==> src/rtl/bcd_pkg.sv <==
// Shared constants for BCD 7-segment display users.
package bcd_pkg;

  // Segment patterns are active-low and packed as {g,f,e,d,c,b,a}.
  localparam logic [6:0] SEG_BLANK = 7'b1111111;
  localparam logic [6:0] SEG_DASH  = 7'b0111111;

  localparam logic [6:0] SEG_TABLE [0:9] = '{
    7'b1000000,  // 0
    7'b1111001,  // 1
    7'b0100100,  // 2
    7'b0110000,  // 3
    7'b0011001,  // 4
    7'b0010010,  // 5
    7'b0000010,  // 6
    7'b1111000,  // 7
    7'b0000000,  // 8
    7'b0010000   // 9
  };

  // Scan FSM state encoding.
  localparam logic [1:0] ST_IDLE = 2'd0;
  localparam logic [1:0] ST_SHOW = 2'd1;
  localparam logic [1:0] ST_GAP  = 2'd2;

endpackage

==> src/rtl/bcd_to_seg7.sv <==
// Combinational BCD nibble to active-low 7-segment decoder.
// Non-BCD codes (10..15) render as a dash; blank overrides everything.
module bcd_to_seg7
  import bcd_pkg::*;
(
  input  logic [3:0] bcd,
  input  logic       blank,
  output logic [6:0] seg
);

  // Blank wins, then dash for invalid codes, then table lookup.
  always_comb begin
    seg = SEG_BLANK;
    if (blank)            seg = SEG_BLANK;
    else if (bcd > 4'd9)  seg = SEG_DASH;
    else                  seg = SEG_TABLE[bcd];
  end

endmodule

==> src/rtl/bcd_scan_display.sv <==
// Time-multiplexed common-anode display driver. Digits are snapshotted at
// the start of every frame; each digit is lit for DWELL cycles and followed
// by GAP dark cycles. Outputs are registered one stage after the FSM.
module bcd_scan_display
  import bcd_pkg::*;
#(
  parameter int NUM_DIGITS = 4,
  parameter int DWELL      = 1000,
  parameter int GAP        = 8
) (
  input  logic                    clock,
  input  logic                    reset,
  input  logic                    enable,
  input  logic                    blank_lz,
  input  logic [4*NUM_DIGITS-1:0] bcd_in,
  input  logic [NUM_DIGITS-1:0]   dp_in,
  output logic [6:0]              seg,
  output logic                    dp,
  output logic [NUM_DIGITS-1:0]   digit_en,
  output logic                    frame_tick
);

  localparam int MAXV = (DWELL > GAP) ? DWELL : GAP;
  localparam int TW   = (MAXV > 1) ? $clog2(MAXV) : 1;
  localparam int IW   = (NUM_DIGITS > 1) ? $clog2(NUM_DIGITS) : 1;

  localparam logic [TW-1:0] DW_LAST  = TW'(DWELL - 1);
  localparam logic [TW-1:0] GP_LAST  = TW'(GAP - 1);
  localparam logic [IW-1:0] IDX_LAST = IW'(NUM_DIGITS - 1);
  localparam logic [NUM_DIGITS-1:0] EN_OFF = '1;
  localparam logic [NUM_DIGITS-1:0] ONE    = {{(NUM_DIGITS-1){1'b0}}, 1'b1};

  logic [1:0]              state;
  logic [IW-1:0]           idx;
  logic [TW-1:0]           timer;
  logic [4*NUM_DIGITS-1:0] snap_bcd;
  logic [NUM_DIGITS-1:0]   snap_dp;

  logic [NUM_DIGITS-1:0]   blank_mask;
  logic                    zero_run;
  logic [3:0]              cur_nib;
  logic [6:0]              cur_seg;

  // Leading-zero mask: walk down from the top digit while all seen are zero.
  // Digit 0 is never blanked; a dash nibble is non-zero and stops the run.
  always_comb begin
    blank_mask = '0;
    zero_run   = 1'b1;
    for (int k = NUM_DIGITS - 1; k >= 0; k--) begin
      zero_run      = zero_run && (snap_bcd[k*4 +: 4] == 4'd0);
      blank_mask[k] = blank_lz && (k != 0) && zero_run;
    end
  end

  assign cur_nib = snap_bcd[idx*4 +: 4];

  bcd_to_seg7 u_dec (
    .bcd   (cur_nib),
    .blank (blank_mask[idx]),
    .seg   (cur_seg)
  );

  // Scan FSM: snapshot on frame start, dwell/gap timing, digit advance.
  always_ff @(posedge clock or posedge reset) begin
    if (reset) begin
      state      <= ST_IDLE;
      idx        <= '0;
      timer      <= '0;
      snap_bcd   <= '0;
      snap_dp    <= '0;
      frame_tick <= 1'b0;
    end else begin
      frame_tick <= 1'b0;
      if (!enable) begin
        state <= ST_IDLE;
        idx   <= '0;
        timer <= '0;
      end else begin
        case (state)
          ST_IDLE: begin
            state      <= ST_SHOW;
            idx        <= '0;
            timer      <= '0;
            snap_bcd   <= bcd_in;
            snap_dp    <= dp_in;
            frame_tick <= 1'b1;
          end
          ST_SHOW: begin
            if (timer == DW_LAST) begin
              state <= ST_GAP;
              timer <= '0;
            end else begin
              timer <= timer + 1'b1;
            end
          end
          ST_GAP: begin
            if (timer == GP_LAST) begin
              state <= ST_SHOW;
              timer <= '0;
              if (idx == IDX_LAST) begin
                idx        <= '0;
                snap_bcd   <= bcd_in;
                snap_dp    <= dp_in;
                frame_tick <= 1'b1;
              end else begin
                idx <= idx + 1'b1;
              end
            end else begin
              timer <= timer + 1'b1;
            end
          end
          default: begin
            state <= ST_IDLE;
            idx   <= '0;
            timer <= '0;
          end
        endcase
      end
    end
  end

  // Output stage: lit only while SHOW; enable gating darkens the very next cycle.
  always_ff @(posedge clock or posedge reset) begin
    if (reset) begin
      seg      <= SEG_BLANK;
      dp       <= 1'b1;
      digit_en <= EN_OFF;
    end else if (enable && state == ST_SHOW) begin
      seg      <= cur_seg;
      dp       <= ~snap_dp[idx];
      digit_en <= ~(ONE << idx);
    end else begin
      seg      <= SEG_BLANK;
      dp       <= 1'b1;
      digit_en <= EN_OFF;
    end
  end

endmodule

==> config.mk <==
export PLATFORM = sky130hd
export DESIGN_NAME = bcd_scan_display
export DESIGN_NICKNAME = d
export VERILOG_FILES = /design/src/rtl/bcd_pkg.sv /design/src/rtl/bcd_to_seg7.sv /design/src/rtl/bcd_scan_display.sv
export SDC_FILE = /design/constraint.sdc
export NUM_CORES = 1
export LEC_CHECK = 0
export CAP_MARGIN = 25
export CORE_UTILIZATION = 43
export DETAILED_ROUTE_END_ITERATION = 10
export GPL_TIMING_DRIVEN = 0
export PLACE_DENSITY = 0.73
export SYNTH_ARGS = -nofsm -noshare
export SYNTH_HDL_FRONTEND = slang
export SYNTH_SLANG_ARGS = --single-unit
==> constraint.sdc <==
create_clock -name clock -period 2 [get_ports clock]
set_input_delay 0.3 -clock clock [delete_from_list [all_inputs] [get_ports clock]]
set_output_delay 0.3 -clock clock [all_outputs]
set_load 0.05 [all_outputs]
==> results of run 1 <==
==> final cells by class <==
cell class / count / area, sq um / share of cell area
Tap cell: 70 / 87.6 / 0.0284
Timing Repair Buffer: 50 / 482 / 0.156
Clock inverter: 1 / 30.0 / 0.00975
Inverter: 12 / 47.5 / 0.0154
Sequential cell: 47 / 1190 / 0.387
Clock buffer: 7 / 76.3 / 0.0248
Multi-Input combinational cell: 125 / 1120 / 0.364
Buffer: 7 / 42.5 / 0.0138
==> repair_timing <==
item / 4_1_cts / 5_1_grt
pin swaps: 1 / 2
hold endpoints to repair: 0 / 0
gates resized for setup: 8 / 15
buffers inserted: 6 / 7
gates cloned: 0 / 0
hold buffers: 0 / 0
endpoints found under the setup margin: 33 / 37
==> state kept, by name (all words and copies together), names as in the netlist <==
register / cells
dp: 1
snap_dp: 4
idx: 2
timer: 10
frame_tick: 1
snap_bcd: 16
seg: 7
state: 2
digit_en: 4
==> worst max-delay path: stages, from the launching register on <==
cell and delay, ps:
dfrtp_2 410, or4_4 570, o31a_4 310, or4_1 500, a21boi_1 150
==> report_power, final <==
part           internal (mW)  switching [mW]  leakage (nW)  total [mW]
combinational          0.833           0.821         0.606        1.65
sequential              1.26           0.173         0.565        1.43
clock                  0.374           0.295        0.0524       0.669
==> cell families (layout without fill, tap and decap cells) <==
family	count (synthesis)	after routing	share of synthesized area
flops	47	47	0.517
fa+ha+maj	14	14	0.0760
mux	29	29	0.164
xor+xnor	8	8	0.0304
buf+inv	19	77	0.0326
compound gates	21	21	0.0674
simple gates	53	53	0.112
==> final timing paths <==
path	start	endpoint	slack [ps]	depth (start not counted)
min in group clock	timer[0]$_DFF_PP0_	timer[0]$_DFF_PP0_	490	1
setup reg to reg	timer[5]$_DFF_PP0_	state[0]$_DFFE_PP0P_	-2	4
setup / recovery	timer[5]$_DFF_PP0_	state[0]$_DFFE_PP0P_	-2	4
hold reg to reg	timer[0]$_DFF_PP0_	timer[0]$_DFF_PP0_	490	1
hold / removal	reset	timer[1]$_DFF_PP0_	240	2
max in group asynchronous	reset	seg[4]$_DFF_PP1_	1240	3
==> cells in the final DEF (no fill, tap or decap), types with 3 or more instances in the layout <==
cell	n
a21oi_1	3
buf_4	14
clkbuf_1	5
clkbuf_8	5
clkdlybuf4s50_1	36
dfrtp_1	34
dfstp_2	12
ha_1	11
inv_1	9
mux2_2	19
mux2i_1	4
mux4_2	5
nand2_1	12
nand3_1	8
nand4_1	3
nor2_1	16
nor3_1	3
o211ai_1	5
or4_1	3
xnor2_1	6
==> metrics by stage <==
step / utilization / total power [mW] / setup slack (ps) / cells
6_report: 0.599 / 3.75 / -1.74 / 319
5_1_grt: 0.599 / 3.99 / -72.5 / 319
3_5_place_dp: 0.540 / 2.81 / -218 / 298
3_3_place_gp: 0.536 / 2.76 / -291 / 297
2_1_floorplan: - / 2.45 / 33.4 / 191
4_1_cts: 0.576 / 3.54 / -7.10 / 312
==> layer usage <==
layer  vias up  track usage
met4         0       0.0700
met1       787        0.224
li1        780            -
met5         -            0
met2        33        0.257
met3         6       0.0455
==> key figures, run 1 <==
STA
  – RSZ-0062 raised after global routing: true
  – Final Hold Viols: 0
  – Setup TNS: -1.74 ps
  – Clk_skew: between 4 and 5 ps
  – Hold WS: 236 ps
  – Fin. max-slew vios: 0
  – Final min period: 2000 ps
  – Fmax: 500 MHz
  – Final Setup Violations: 1
  – Worst-margin pin slew: 561 ps
  – PnR worst setup slack: -1.74 ps
  – Fin crit share: 1.00
  – Slew HR: 0.625

Detailed routing
  – DRT Wirelength: 4360 microns
  – Via Count: 1606
  – Met1 wire length: 2070 microns
  – DR WL met3: 126 microns
  – Top sig layer: met4
  – Met2 Wirelength: 2100 microns
  – # DRC: 0
  – 1st-pass router iterations: 4
  – Vias per cell: 5.03
  – Final ANT Viol Nets: 0
  – DR WL/cell: 13.7 microns
  – DRT iter0 DRCs: 77

Setup path
  – CP max FO: 4
  – Worst Path Arrival: 2220 ps
  – Crit Path Category: reg -> reg
  – CP Capture Type: register
  – CP Launch Type: register
  – CP required: 2220 ps

Power
  – Static leakage: 1.22 nW
  – Power Density: 1220 nW/um^2
  – Peak VDD IR: 0.616 mV

Global route
  – Global Route Usage Sum: 0.167
  – Pin count of the biggest net entering global routing: 39
  – First-pass GRT wire length: about 7000 microns
  – Initial antenna violation count: 0
  – Total gr overflow: 0
  – Vias in the first global route: between 1500 and 2000

Job
  – Max cap viols: 0

Floorplanning
  – Die span in x: 75.2 microns
  – Core area: 5140 sq um
  – Starting Density: 0.448
  – Row count: 26
  – I/O pins: 37
  – Die ar.: approximately 5700 sq um
  – Die Height: 75.2 microns

Clocking
  – Num CTS Buffers: 5
  – CTS Buffer Depth: 2
  – Maximum level of the CTS H-tree: 2
  – TritonCTS clock tree: done
  – Worst-path clk slew: 80 ps
  – Clk Latency, worst-skew pair: 290 ps
  – CTS root buf: clkbuf_8
  – Clock sinks: 47

Yosys
  – Yosys top cell by area: dfrtp_1
  – Post-synth top flop: dfrtp_1
  – Cell with the most instances after synthesis: dfrtp_1
  – Number of synthesized flops with an enable pin: 0
  – Seq/Total Area, Yosys: 0.517
  – Post-synth cell types: 36
  – Syn avg cell area: about 12 sq um
  – Asr flop ratio synth: 1.00
  – Most instantiated cells after synthesis: dfrtp_1 (35), mux2_2 (19), nor2_1 (17), ha_1 (14)
  – Mapped cell area: around 2300 sq um
  – Synth top area share: 0.380
  – Seq cells post-synth: 47
  – Mapped Cells: 191
  – Mapped Nets: 229
  – Synth warnings: 0
  – Synth top area cells: dfrtp_1 (38%), dfstp_2 (14%), mux2_2 (9.3%)

Final layout
  – Antenna Cells: 0
  – Share of post-route cells with drive strength above 1: 0.309
  – Post-route design area: 3080 sq um
  – Area Growth Syn to Fin: 33.7%
  – Fillers: 446
  – Nets: 286

Placed design
  – I/O Buffers: 36
  – Post-DP HPWL: 2940 microns
  – DP Area: 2780 sq um
  – Gpl congestion: 0.781

Outcome
  – Failing checks: negative setup slack
  – Run status: finished with violations

Hold path
  – Worst Hold Class: in -> async
No activity file was read; power rests on OpenSTA's default activity.
==> inputs of run 2 (changes only) <==
--- a/config.mk
+++ b/config.mk
@@ -9,6 +9,7 @@
 export CORE_UTILIZATION = 43
 export DETAILED_ROUTE_END_ITERATION = 10
 export GPL_TIMING_DRIVEN = 0
+export MAX_ROUTING_LAYER = met4
 export PLACE_DENSITY = 0.73
 export SYNTH_ARGS = -nofsm -noshare
 export SYNTH_HDL_FRONTEND = slang
==> run 2 against run 1 <==
Against the previous run:
- the run still ends with negative setup slack left
- worst setup slack better by 1.5 ps
- wire length is 0.37% higher
- die area unchanged
- non-clock buffer count is the same
- clock power about the same
- register-to-register slack barely moved
- highest routed layer unchanged
==> key figures, run 2 (synthesis results as in run 1) <==
Floorplanning
  – Die span in x: 75.2 microns (unchanged)
  – I/O pins: 37 (unchanged)
  – Die ar.: 5650 sq um (unchanged)
  – Row count: 26 (unchanged)
  – Starting Density: 0.448 (unchanged)
  – Core area: 5140 sq um (unchanged)
  – Die Height: 75.2 microns (unchanged)

STA
  – RSZ-0062 raised after global routing: true
  – Worst-margin pin slew: 561 ps (+0.591 ps)
  – Clk_skew: 5.81 ps (+1.62 ps)
  – Fin crit share: 1.00 (about the same)
  – Setup TNS: -0.227 ps (+1.51 ps)
  – PnR worst setup slack: -0.227 ps (+1.51 ps)
  – Hold WS: 238 ps (+1.81 ps)
  – Fmax: 500 MHz (about the same)
  – Final Setup Violations: 1 (unchanged)
  – Final Hold Viols: 0 (unchanged)
  – Fin. max-slew vios: 0 (unchanged)
  – Slew HR: 0.624 (about the same)
  – Final min period: 2000 ps (-1.51 ps)

Setup path
  – CP cell instances: or4_4, o31a_4, or4_1, a21boi_1
  – Reg2reg path depth: 4 (unchanged)
  – CP required: 2220 ps (about the same)
  – Worst R2R End: state[0]$_DFFE_PP0P_
  – Worst Path Arrival: 2220 ps (about the same)
  – Slowest-stage cell, CP: or4_4
  – Crit Path Category: reg -> reg
  – CP max FO: 4 (unchanged)
  – R2r setup slk: -0.2 ps (about the same)
  – CP Capture Type: register
  – FF-to-FF Start: timer[5]$_DFF_PP0_
  – Crit path depth: 4 (unchanged)
  – CP peak stage delay: 560 ps (about the same)
  – CP Launch Type: register
  – CP top delay family: simple AND/OR/NAND/NOR gates
  – Crit path buffers/inverters: 0 (unchanged)

Final layout
  – Max reg flops: 16 (unchanged)
  – Most frequent cells in the layout: clkdlybuf4s50_1 (36), dfrtp_1 (34), mux2_2 (19), nor2_1 (16)
  – Top flop regs: snap_bcd (16), timer (10), seg (7)
  – Most flop-heavy register: snap_bcd
  – Fillers: 445 (-0.22%)
  – Final core occ: 0.601 (+0.00146)
  – Antenna Cells: 0 (unchanged)
  – Post-route design area: 3090 sq um (+0.24%)
  – Share of post-route cells with drive strength above 1: 0.309 (unchanged)
  – Area Growth Syn to Fin: 34.0%
  – Nets: 286 (unchanged)
  – Most common cell after layout, fill and taps aside: clkdlybuf4s50_1

Clocking
  – Worst-path clk slew: 80 ps (about the same)
  – TritonCTS clock tree: done
  – Clock sinks: 47 (unchanged)
  – CTS Buffer Depth: 2 (unchanged)
  – Maximum level of the CTS H-tree: 2 (unchanged)
  – Clk Latency, worst-skew pair: 290 ps (about the same)
  – CTS root buf: clkbuf_8
  – Cts hold-fix bufs: 0 (unchanged)
  – Num CTS Buffers: 5 (unchanged)

Detailed routing
  – DRT iter0 DRCs: 98 (+27%)
  – Vias per cell: 5.03 (about the same)
  – DR WL/cell: 13.7 microns (+0.37%)
  – DRT Wirelength: 4380 microns (+0.37%)
  – Via Count: 1605 (-0.062%)
  – # DRC: 0 (unchanged)
  – 1st-pass router iterations: 4 (unchanged)
  – Final ANT Viol Nets: 0 (unchanged)

Power
  – Peak VDD IR: 0.620 mV (+0.65%)
  – Clk network pwr share: 0.177 (about the same)
  – Comb power frac: 0.443 (+0.002)
  – Pint: 2.48 mW (+0.42%)
  – Switching Fraction: 0.343 (-0.000616)
  – Static leakage: 1.23 nW (+0.24%)
  – Power Density: 1220 nW/um^2 (about the same)
  – Psw: 1.29 mW (+0.14%)
  – Sequential Power Share: 0.380 (about the same)

Global route
  – Pin count of the biggest net entering global routing: 39 (unchanged)
  – Total gr overflow: 0 (unchanged)
  – Vias in the first global route: 1503 (-0.066%)
  – Initial antenna violation count: 0 (unchanged)
  – First-pass GRT wire length: 6920 microns (unchanged)
  – Global Route Usage Sum: 0.172 (+0.00474)

Placed design
  – DP Area: 2780 sq um (unchanged)
  – Setup WS pre-CTS: -218 ps (unchanged)
  – Post-DP HPWL: 2940 microns (unchanged)
  – Gpl congestion: 0.791 (+1.4%)
  – I/O Buffers: 36 (unchanged)

Outcome
  – Failing checks: negative setup slack
  – Run status: finished with violations

Hold path
  – Worst Hold Class: in -> async

Job
  – Max cap viols: 0 (unchanged)
run 2: area by class of cell:
type,count,area (sq um),share of cell area
Buffer,7,50.0,0.0162
Clock buffer,7,76.3,0.0247
Clock inverter,1,30.0,0.00973
Inverter,12,47.5,0.0154
Multi-Input combinational cell,125,1120,0.363
Sequential cell,47,1190,0.386
Tap cell,70,87.6,0.0284
Timing Repair Buffer,50,482,0.156
run 2: power groups by stage:
stage               sequential [mW]  combinational [mW]  clock [mW]
finish                         1.43                1.67       0.667
detailed placement             1.44                1.37           0
CTS                            1.43                1.42       0.685
floorplan                      1.57               0.883           0
global route                   1.47                1.81       0.725
global placement               1.43                1.33           0
run 2: what timing repair did:
action,CTS,global route
gates resized for setup,8,17
buffers inserted,6,7
pin swaps,1,2
endpoints found under the setup margin,33,37
run 2: worst max-delay path by stage:
stage	to	startpoint	slack [ps]
floorplan	snap_bcd[7]$_DFFE_PP0P_	timer[5]$_DFF_PP0_	30
global placement	snap_bcd[0]$_DFFE_PP0P_	reset	-290
detailed placement	seg[2]$_DFF_PP1_	idx[0]$_DFFE_PP0P_	-220
CTS	state[0]$_DFFE_PP0P_	timer[5]$_DFF_PP0_	-7
global route	state[0]$_DFFE_PP0P_	timer[5]$_DFF_PP0_	-70
finish	state[0]$_DFFE_PP0P_	timer[5]$_DFF_PP0_	-0.2
run 2: per-stage QoR:
stage	total power [mW]	std cells
6_report	3.77	319
5_1_grt	4.00	319
4_1_cts	3.54	312
3_5_place_dp	2.81	298
3_3_place_gp	2.76	297
2_1_floorplan	2.45	191
run 2: routing by layer:
layer	up-vias	wire length, microns	share of wire	global-route usage
met1	786	2070	0.47	0.225
met5	-	0	0	-
met3	6	125	0.029	0.0375
li1	780	-	-	-
met4	0	61	0.014	0.0761
met2	33	2120	0.48	0.257
